## config.mk

```make
export PLATFORM = sky130hd
export DESIGN_NAME = axis_checksum_appender
export DESIGN_NICKNAME = d
export VERILOG_FILES = /design/src/rtl/axis_checksum_appender.sv
export SDC_FILE = /design/constraint.sdc
export NUM_CORES = 1
export LEC_CHECK = 0
export ABC_AREA = 1
export ABC_CLOCK_PERIOD_IN_PS = 1600
export CORE_UTILIZATION = 29
export CTS_BUF_LIST = sky130_fd_sc_hd__clkbuf_16
export DETAILED_ROUTE_END_ITERATION = 10
export MAX_ROUTING_LAYER = met4
export SLEW_MARGIN = 10
export SYNTH_ARGS = -nofsm -noshare
export SYNTH_HDL_FRONTEND = slang
export SYNTH_SLANG_ARGS = --single-unit
```

## constraint.sdc

```tcl
create_clock -name s03_axis_aclk -period 1.6 [get_ports s03_axis_aclk]
set_input_delay 0.16 -clock s03_axis_aclk [delete_from_list [all_inputs] [get_ports s03_axis_aclk]]
set_output_delay 0.16 -clock s03_axis_aclk [all_outputs]
set_load 0.05 [all_outputs]
```

## src/rtl/axis_checksum_appender.sv

```systemverilog
// AXI-Stream pass-through that appends a modulo-2^DATA_WIDTH checksum beat
// (sum of byte-masked data beats) after the last beat of every frame.
module axis_checksum_appender #(
   parameter int DATA_WIDTH = 32,
   parameter int CNT_WIDTH  = 16
) (
   input  logic                    s03_axis_aclk,
   input  logic                    s03_axis_aresetn,
   input  logic [DATA_WIDTH-1:0]   s03_axis_tdata,
   input  logic [DATA_WIDTH/8-1:0] s03_axis_tstrb,
   input  logic                    s03_axis_tvalid,
   input  logic                    s03_axis_tlast,
   output logic                    s03_axis_tready,
   input  logic                    m03_axis_tready,
   output logic [DATA_WIDTH-1:0]   m03_axis_tdata,
   output logic [DATA_WIDTH/8-1:0] m03_axis_tstrb,
   output logic                    m03_axis_tvalid,
   output logic                    m03_axis_tlast,
   output logic [CNT_WIDTH-1:0]    frame_count
);

   localparam int STRB_W = DATA_WIDTH / 8;

   typedef enum logic {PASS = 1'b0, CSUM = 1'b1} state_t;

   state_t                  state, state_nxt;
   logic [DATA_WIDTH-1:0]   acc, acc_nxt;
   logic                    slot_free;
   logic                    in_fire;
   logic                    csum_load;

   // Bytes whose strobe is low contribute zero to the checksum.
   function automatic logic [DATA_WIDTH-1:0] mask_beat(
      input logic [DATA_WIDTH-1:0] d,
      input logic [STRB_W-1:0]     s
   );
      logic [DATA_WIDTH-1:0] m;
      m = '0;
      for (int i = 0; i < STRB_W; i++) begin
         if (s[i]) m[i*8 +: 8] = d[i*8 +: 8];
      end
      return m;
   endfunction

   assign slot_free       = !m03_axis_tvalid || m03_axis_tready;
   assign s03_axis_tready = s03_axis_aresetn && (state == PASS) && slot_free;
   assign in_fire         = s03_axis_tvalid && s03_axis_tready;
   assign csum_load       = (state == CSUM) && slot_free;

   always_comb begin
      state_nxt = state;
      acc_nxt   = acc;
      case (state)
         PASS: begin
            if (in_fire) begin
               acc_nxt = acc + mask_beat(s03_axis_tdata, s03_axis_tstrb);
               if (s03_axis_tlast) state_nxt = CSUM;
            end
         end
         CSUM: begin
            if (slot_free) begin
               acc_nxt   = '0;
               state_nxt = PASS;
            end
         end
         default: state_nxt = PASS;
      endcase
   end

   always_ff @(posedge s03_axis_aclk or negedge s03_axis_aresetn) begin
      if (!s03_axis_aresetn) begin
         state <= PASS;
         acc   <= '0;
      end else begin
         state <= state_nxt;
         acc   <= acc_nxt;
      end
   end

   // Output register stage: data beat, checksum beat, or drain.
   always_ff @(posedge s03_axis_aclk or negedge s03_axis_aresetn) begin
      if (!s03_axis_aresetn) begin
         m03_axis_tvalid <= 1'b0;
         m03_axis_tlast  <= 1'b0;
         m03_axis_tdata  <= '0;
         m03_axis_tstrb  <= '0;
      end else if (slot_free) begin
         if (in_fire) begin
            m03_axis_tvalid <= 1'b1;
            m03_axis_tlast  <= 1'b0;
            m03_axis_tdata  <= s03_axis_tdata;
            m03_axis_tstrb  <= s03_axis_tstrb;
         end else if (csum_load) begin
            m03_axis_tvalid <= 1'b1;
            m03_axis_tlast  <= 1'b1;
            m03_axis_tdata  <= acc;
            m03_axis_tstrb  <= '1;
         end else begin
            m03_axis_tvalid <= 1'b0;
         end
      end
   end

   always_ff @(posedge s03_axis_aclk or negedge s03_axis_aresetn) begin
      if (!s03_axis_aresetn) begin
         frame_count <= '0;
      end else if (m03_axis_tvalid && m03_axis_tready && m03_axis_tlast) begin
         frame_count <= frame_count + 1'b1;
      end
   end

endmodule

```

=== After elaboration in Yosys (flattened, before gate mapping) ===
Cells that the tools add are included.

* Register bits: 87
* Output and inout bits: 55
* Word-level logic and storage cells: 50

* Mux-type cells: 27
* Bitwise logic cells: 1
* $add $sub $neg: 2
* Reductions and logical operators: 11
* Equal/unequal tests: 2

{| class="wikitable"
|+ Operators with widths
! operator !! number
|-
| two-way mux 32 bit || 4
|-
| two-way mux 8 bit || 12
|-
| case mux 32 bit (2 select lines) || 1
|-
| adder 32 bit || 1
|-
| adder 16 x 1 -> 16 bit (second input constant) || 1
|-
| two-way mux 4 bit || 2
|-
| two-way mux 1 bit || 7
|-
| logical AND 1 bit || 6
|-
| AND reduction 2 bit || 2
|-
| != test 2 x 1 -> 1 bit (second input constant) || 1
|-
| != test 2 bit (second input constant) || 1
|-
| case mux 1 bit (2 select lines) || 1
|-
| nonzero test 2 bit || 1
|-
| zero test 1 bit || 1
|-
| logical OR 1 bit || 1
|-
| inverter 1 bit || 1
|}

=== Depth between registers and ports, before layout ===
* Depth in word-level cells: 9
* Mapped depth: 16
* Gate-level depth less buffers: 15

=== Least setup slack after synthesis ===
No wires, ideal clock.

* Path type: flip-flop to flip-flop
* From: reg m03_axis_tvalid
* To: reg m03_axis_tdata[19]
* Data required time: 1465 ps
* Data arrival time: 1991 ps
* Buffers on the path: 2
* Setup time: 135 ps
* Clock period less this slack: 2126 ps
* Path slack: -526 ps
* Cell stages (with the launch flop): 11
* Path through: dfrtp_1 -> nand2_2 -> inv_1 -> nor2_2 -> nand2_2 -> nand2_4 -> inv_2 -> buf_6 -> buf_6 -> nand2_1 -> o211ai_1

* Longest elaborated chain between the ends: 6
* Elaborated cells on any way between the ends: 8

{| class="wikitable"
|+ RTL lines
! element !! line !! source
|-
| start, declared || 17 || <nowiki>output logic m03_axis_tvalid,</nowiki>
|-
| start signal, assigned || 83 || <nowiki>m03_axis_tvalid <= 1'b0;</nowiki>
|-
| start signal, assigned || 89 || <nowiki>m03_axis_tvalid <= 1'b1;</nowiki>
|-
| start signal, assigned || 94 || <nowiki>m03_axis_tvalid <= 1'b1;</nowiki>
|-
| zero test 1 bit * || 45 || <nowiki>assign slot_free = !m03_axis_tvalid || m03_axis_tready;</nowiki>
|-
| logical OR 1 bit * || 45 ||
|-
| logical AND 1 bit * || 46 || <nowiki>assign s03_axis_tready = s03_axis_aresetn && (state == PASS) && slot_free;</nowiki>
|-
| named net s03_axis_tready || 13 || <nowiki>output logic s03_axis_tready,</nowiki>
|-
| logical AND 1 bit * || 47 || <nowiki>assign in_fire = s03_axis_tvalid && s03_axis_tready;</nowiki>
|-
| nonzero test 2 bit (no line) || -- ||
|-
| AND reduction 2 bit (no line) || -- ||
|-
| end signal, assigned || 91 || <nowiki>m03_axis_tdata <= s03_axis_tdata;</nowiki>
|-
| end, declared || 15 || <nowiki>output logic [DATA_WIDTH-1:0] m03_axis_tdata,</nowiki>
|}

The timed path passes the listed nets; every way through them passes the cells marked *.
A chain may end at the register's enable or synchronous reset.

=== Final worst setup path ===
* From: reg acc[10]
* To: reg acc[24]

* Longest elaborated chain between the ends: 3

{| class="wikitable"
|+ RTL lines
! element !! line !! source
|-
| start, declared || 27 || <nowiki>logic [DATA_WIDTH-1:0] acc, acc_nxt;</nowiki>
|-
| start signal, assigned || 76 || <nowiki>acc <= acc_nxt;</nowiki>
|-
| adder 32 bit || 56 || <nowiki>acc_nxt = acc + mask_beat(s03_axis_tdata, s03_axis_tstrb);</nowiki>
|-
| two-way mux 32 bit || 55 || <nowiki>if (in_fire) begin</nowiki>
|-
| case mux 32 bit (2 select lines) || 53 || <nowiki>case (state)</nowiki>
|}

Every way passes these cells. The select of a mux whose other input is x is not followed.

==> impl_metrics.tcl <==
set metrics [dict create \
    outcome "finished with violations" \
    violations "negative setup slack" \
    ctsLongestPathBuffers 2 \
    cts_tree "built" \
    start_util_pct 29.7 \
    crit_slowest_cell "dfrtp_1" \
    hold_end "m03_axis_tdata[1]$_DFFE_PN0P_" \
    syn_area_per_cell_um2 6.59 \
    hold_violations 0 \
    fin_setup_tns_ns -2.38 \
    slowest_delay_ns 0.42 \
    p_leak_nw 5.23 \
    syn_area_um2 6290 \
    reg2reg_to "acc[24]$_DFFE_PN0P_" \
    critPathRequiredTime_ns 1.85 \
    slew_violations 0 \
    worst-setup-path-type "reg2reg" \
    worstHoldPathType "in2reg" \
    fin_cells 1452 \
    antenna_found_initial 0 \
    grt_setup_unrepaired "true" \
    cp_data_arrival_time_ns 2.00 \
    core-area_um2 21200 \
    crit_top_cell "nand2_1" \
    wirelength_um 21000 \
    setup_viol_count_final 25 \
    clkSinkCount 87 \
    hp-start "s03_axis_tdata[1]" \
    ff2ff_setup_slack_ns -0.15 \
    place.port_buffers 95 \
    start_kind "flip-flop" \
    die_w_um 149 \
    numCtsBuffers 9 \
    fp.dieH_um 149 \
    hpwlAfterDp_um 14800 \
    cts.clk_slew.worst_paths_ns 0.07 \
    ys_ff_latch 87 \
    layout_commonest_cell "nand2_1" \
    syn_to_final_growth_pct 56.3 \
    synth_seq_area_share_pct 34.6 \
    ys_types 36 \
    syn_inst 954 \
    h-tree-depth 3 \
    grt_max_degree 88 \
    path_cells "ha_4 -> nand2_4 -> buf_4 -> inv_4 -> nand2_2 -> inv_2 -> nand2_1 -> nor2_1 -> nand2_2 -> nand3_2 -> nand2_1 -> nand3_2 -> nand2_1" \
    dr.pass1.iters 4 \
    clock-root-buffer "clkbuf_16" \
    ys_warn_count 0 \
    fin_crit_sh_pct 109 \
    drive_above_1_share_pct 36.4 \
    ant_nets 0 \
    syn-num-nets 1028 \
    io_pins 96 \
    worstHoldPathCells 3 \
    reg2regPathDepth 13 \
    grt-ovfl-total 0 \
    wl_per_cell_um 14.5 \
    irDropWorstVdd_v 0.000537 \
    n_fill_cell 2092 \
    layout_setup_ws_ns -0.152 \
    path_max_fanout 5 \
    clock_latency_ns 0.36 \
    fin_crit_ns 1.75 \
    vias 6653 \
    power.density_nw_per_um2 1460 \
    crit_path_end_kind "flip-flop" \
    clock_skew_ns 0.0122 \
    gp_congestion 0.917 \
    max_freq_ghz 0.571 \
    layout.nets 1246 \
    layout_common_cells "291 x nand2_1, 164 x buf_4, 153 x inv_1" \
    num_rows 53 \
    rr_startpoint "acc[10]$_DFFE_PN0P_" \
    drv_cap 0 \
    gr-usage-all-layers_pct 19.8 \
    dp.cells 1408 \
    antennaDiodeCount 0 \
    max_slew_margin_pct 65.7 \
    initialDrtViolationCount 297 \
    viasPerCell 4.58 \
    worst_pin_slew_ns 0.515 \
    grt_pass1_vias 6557 \
    die_area_um2 22300 \
    drc 0 \
    grt_pass1_wl_um 33100 \
]
[flip-flops by register name, indices dropped and copies added (netlist names)]
| signal | count |
|---|---|
| acc | 32 |
| m03_axis_tlast | 1 |
| state | 1 |
| m03_axis_tvalid | 1 |
| m03_axis_tstrb | 4 |
| m03_axis_tdata | 32 |
| frame_count | 16 |
[report_power, final]
group	leakage (nW)	switching [mW]	total (mW)	internal [mW]
sequential	1.10	0.657	3.58	2.92
combinational	3.99	4.90	8.62	3.72
clock	0.146	1.06	2.17	1.10
[cell usage after synthesis, drive strengths merged]
library cell / count / area, µm²
nand2: 380 / 1440
a21boi: 1 / 7.51
nor4: 1 / 6.26
xor2: 9 / 78.8
nor2: 54 / 235
and2: 4 / 25.0
o22a: 4 / 35.0
nor3b: 1 / 7.51
inv: 178 / 668
buf: 14 / 118
xnor2: 6 / 52.6
ha: 32 / 400
clkinv: 1 / 8.76
nand4: 4 / 25.0
a21oi: 30 / 150
o211ai: 20 / 150
o21ai: 29 / 145
dfrtp: 87 / 2180
nand3: 76 / 405
o32ai: 1 / 16.3
a21o: 1 / 7.51
o21bai: 4 / 30.0
fa: 1 / 20.0
o22ai: 4 / 25.0
clkbuf: 9 / 33.8
nor3: 2 / 10.0
and3: 1 / 6.26
[final cells by class]
| class | instances | area [µm²] | area share [%] |
|---|---|---|---|
| Multi-Input combinational cell | 665 | 4300 | 43.8 |
| Sequential cell | 87 | 2180 | 22.2 |
| Timing Repair Buffer | 230 | 2020 | 20.6 |
| Inverter | 179 | 682 | 6.94 |
| Tap cell | 275 | 344 | 3.50 |
| Clock buffer | 9 | 225 | 2.29 |
| Clock inverter | 7 | 68.8 | 0.700 |
[critical path: cells and delay by family (launching register included)]
family	cells	cell delay, ns
adder cells (fa/ha/maj)	1	0.33
buffers and inverters	3	0.28
flip-flops	1	0.42
AND/OR/NAND/NOR	9	0.62
[metal layers]
metal  vias up  part of all wire (%)  track usage [%]
met5         -                     0                -
met2       124                    48             32.6
met1      3123                    46             24.7
met3        25                   3.7             3.30
li1       3381                     -                -
met4         0                   2.0             6.02
[how the worst max path moves through the flow]
stage / cells past startpoint / end / start
global placement: 15 / acc[29]$_DFFE_PN0P_ / s03_axis_tstrb[0]
finish: 13 / acc[24]$_DFFE_PN0P_ / acc[10]$_DFFE_PN0P_
floorplan: 10 / m03_axis_tdata[19]$_DFFE_PN0P_ / m03_axis_tvalid$_DFFE_PN0N_
global route: 13 / acc[24]$_DFFE_PN0P_ / acc[10]$_DFFE_PN0P_
CTS: 13 / acc[24]$_DFFE_PN0P_ / acc[0]$_DFFE_PN0P_
detailed placement: 15 / acc[21]$_DFFE_PN0P_ / s03_axis_tstrb[1]
[per-stage QoR]
stage	setup WS (ns)	utilization, %	hold WS (ns)	area (µm²)	power [mW]
2_1_floorplan	-0.189	-	-0.136	6410	7.48
4_1_cts	-0.134	44.6	0.240	9440	13.8
3_3_place_gp	-0.795	39.4	0.311	8330	10.2
5_1_grt	-0.275	46.5	0.144	9830	15.3
6_report	-0.152	46.5	0.127	9830	14.4
3_5_place_dp	-0.816	39.4	0.311	8330	10.3
[kinds of logic after synthesis]
group	share of synthesized area [%]
simple gates	34.4
compound gates	9.01
flops	34.6
buf+inv	13.2
fa+ha+maj	6.69
xor+xnor	2.09
[what timing repair did]
action / CTS / global route
setup buffers: 8 / 18
hold buffers: 1 / 0
setup endpoints to repair: 28 / 30
pin swaps: 41 / 31
endpoints found under the hold margin: 87 / 0
gates cloned: 3 / 0
resized for setup: 179 / 87
No activity file was read; power rests on OpenSTA's default activity.
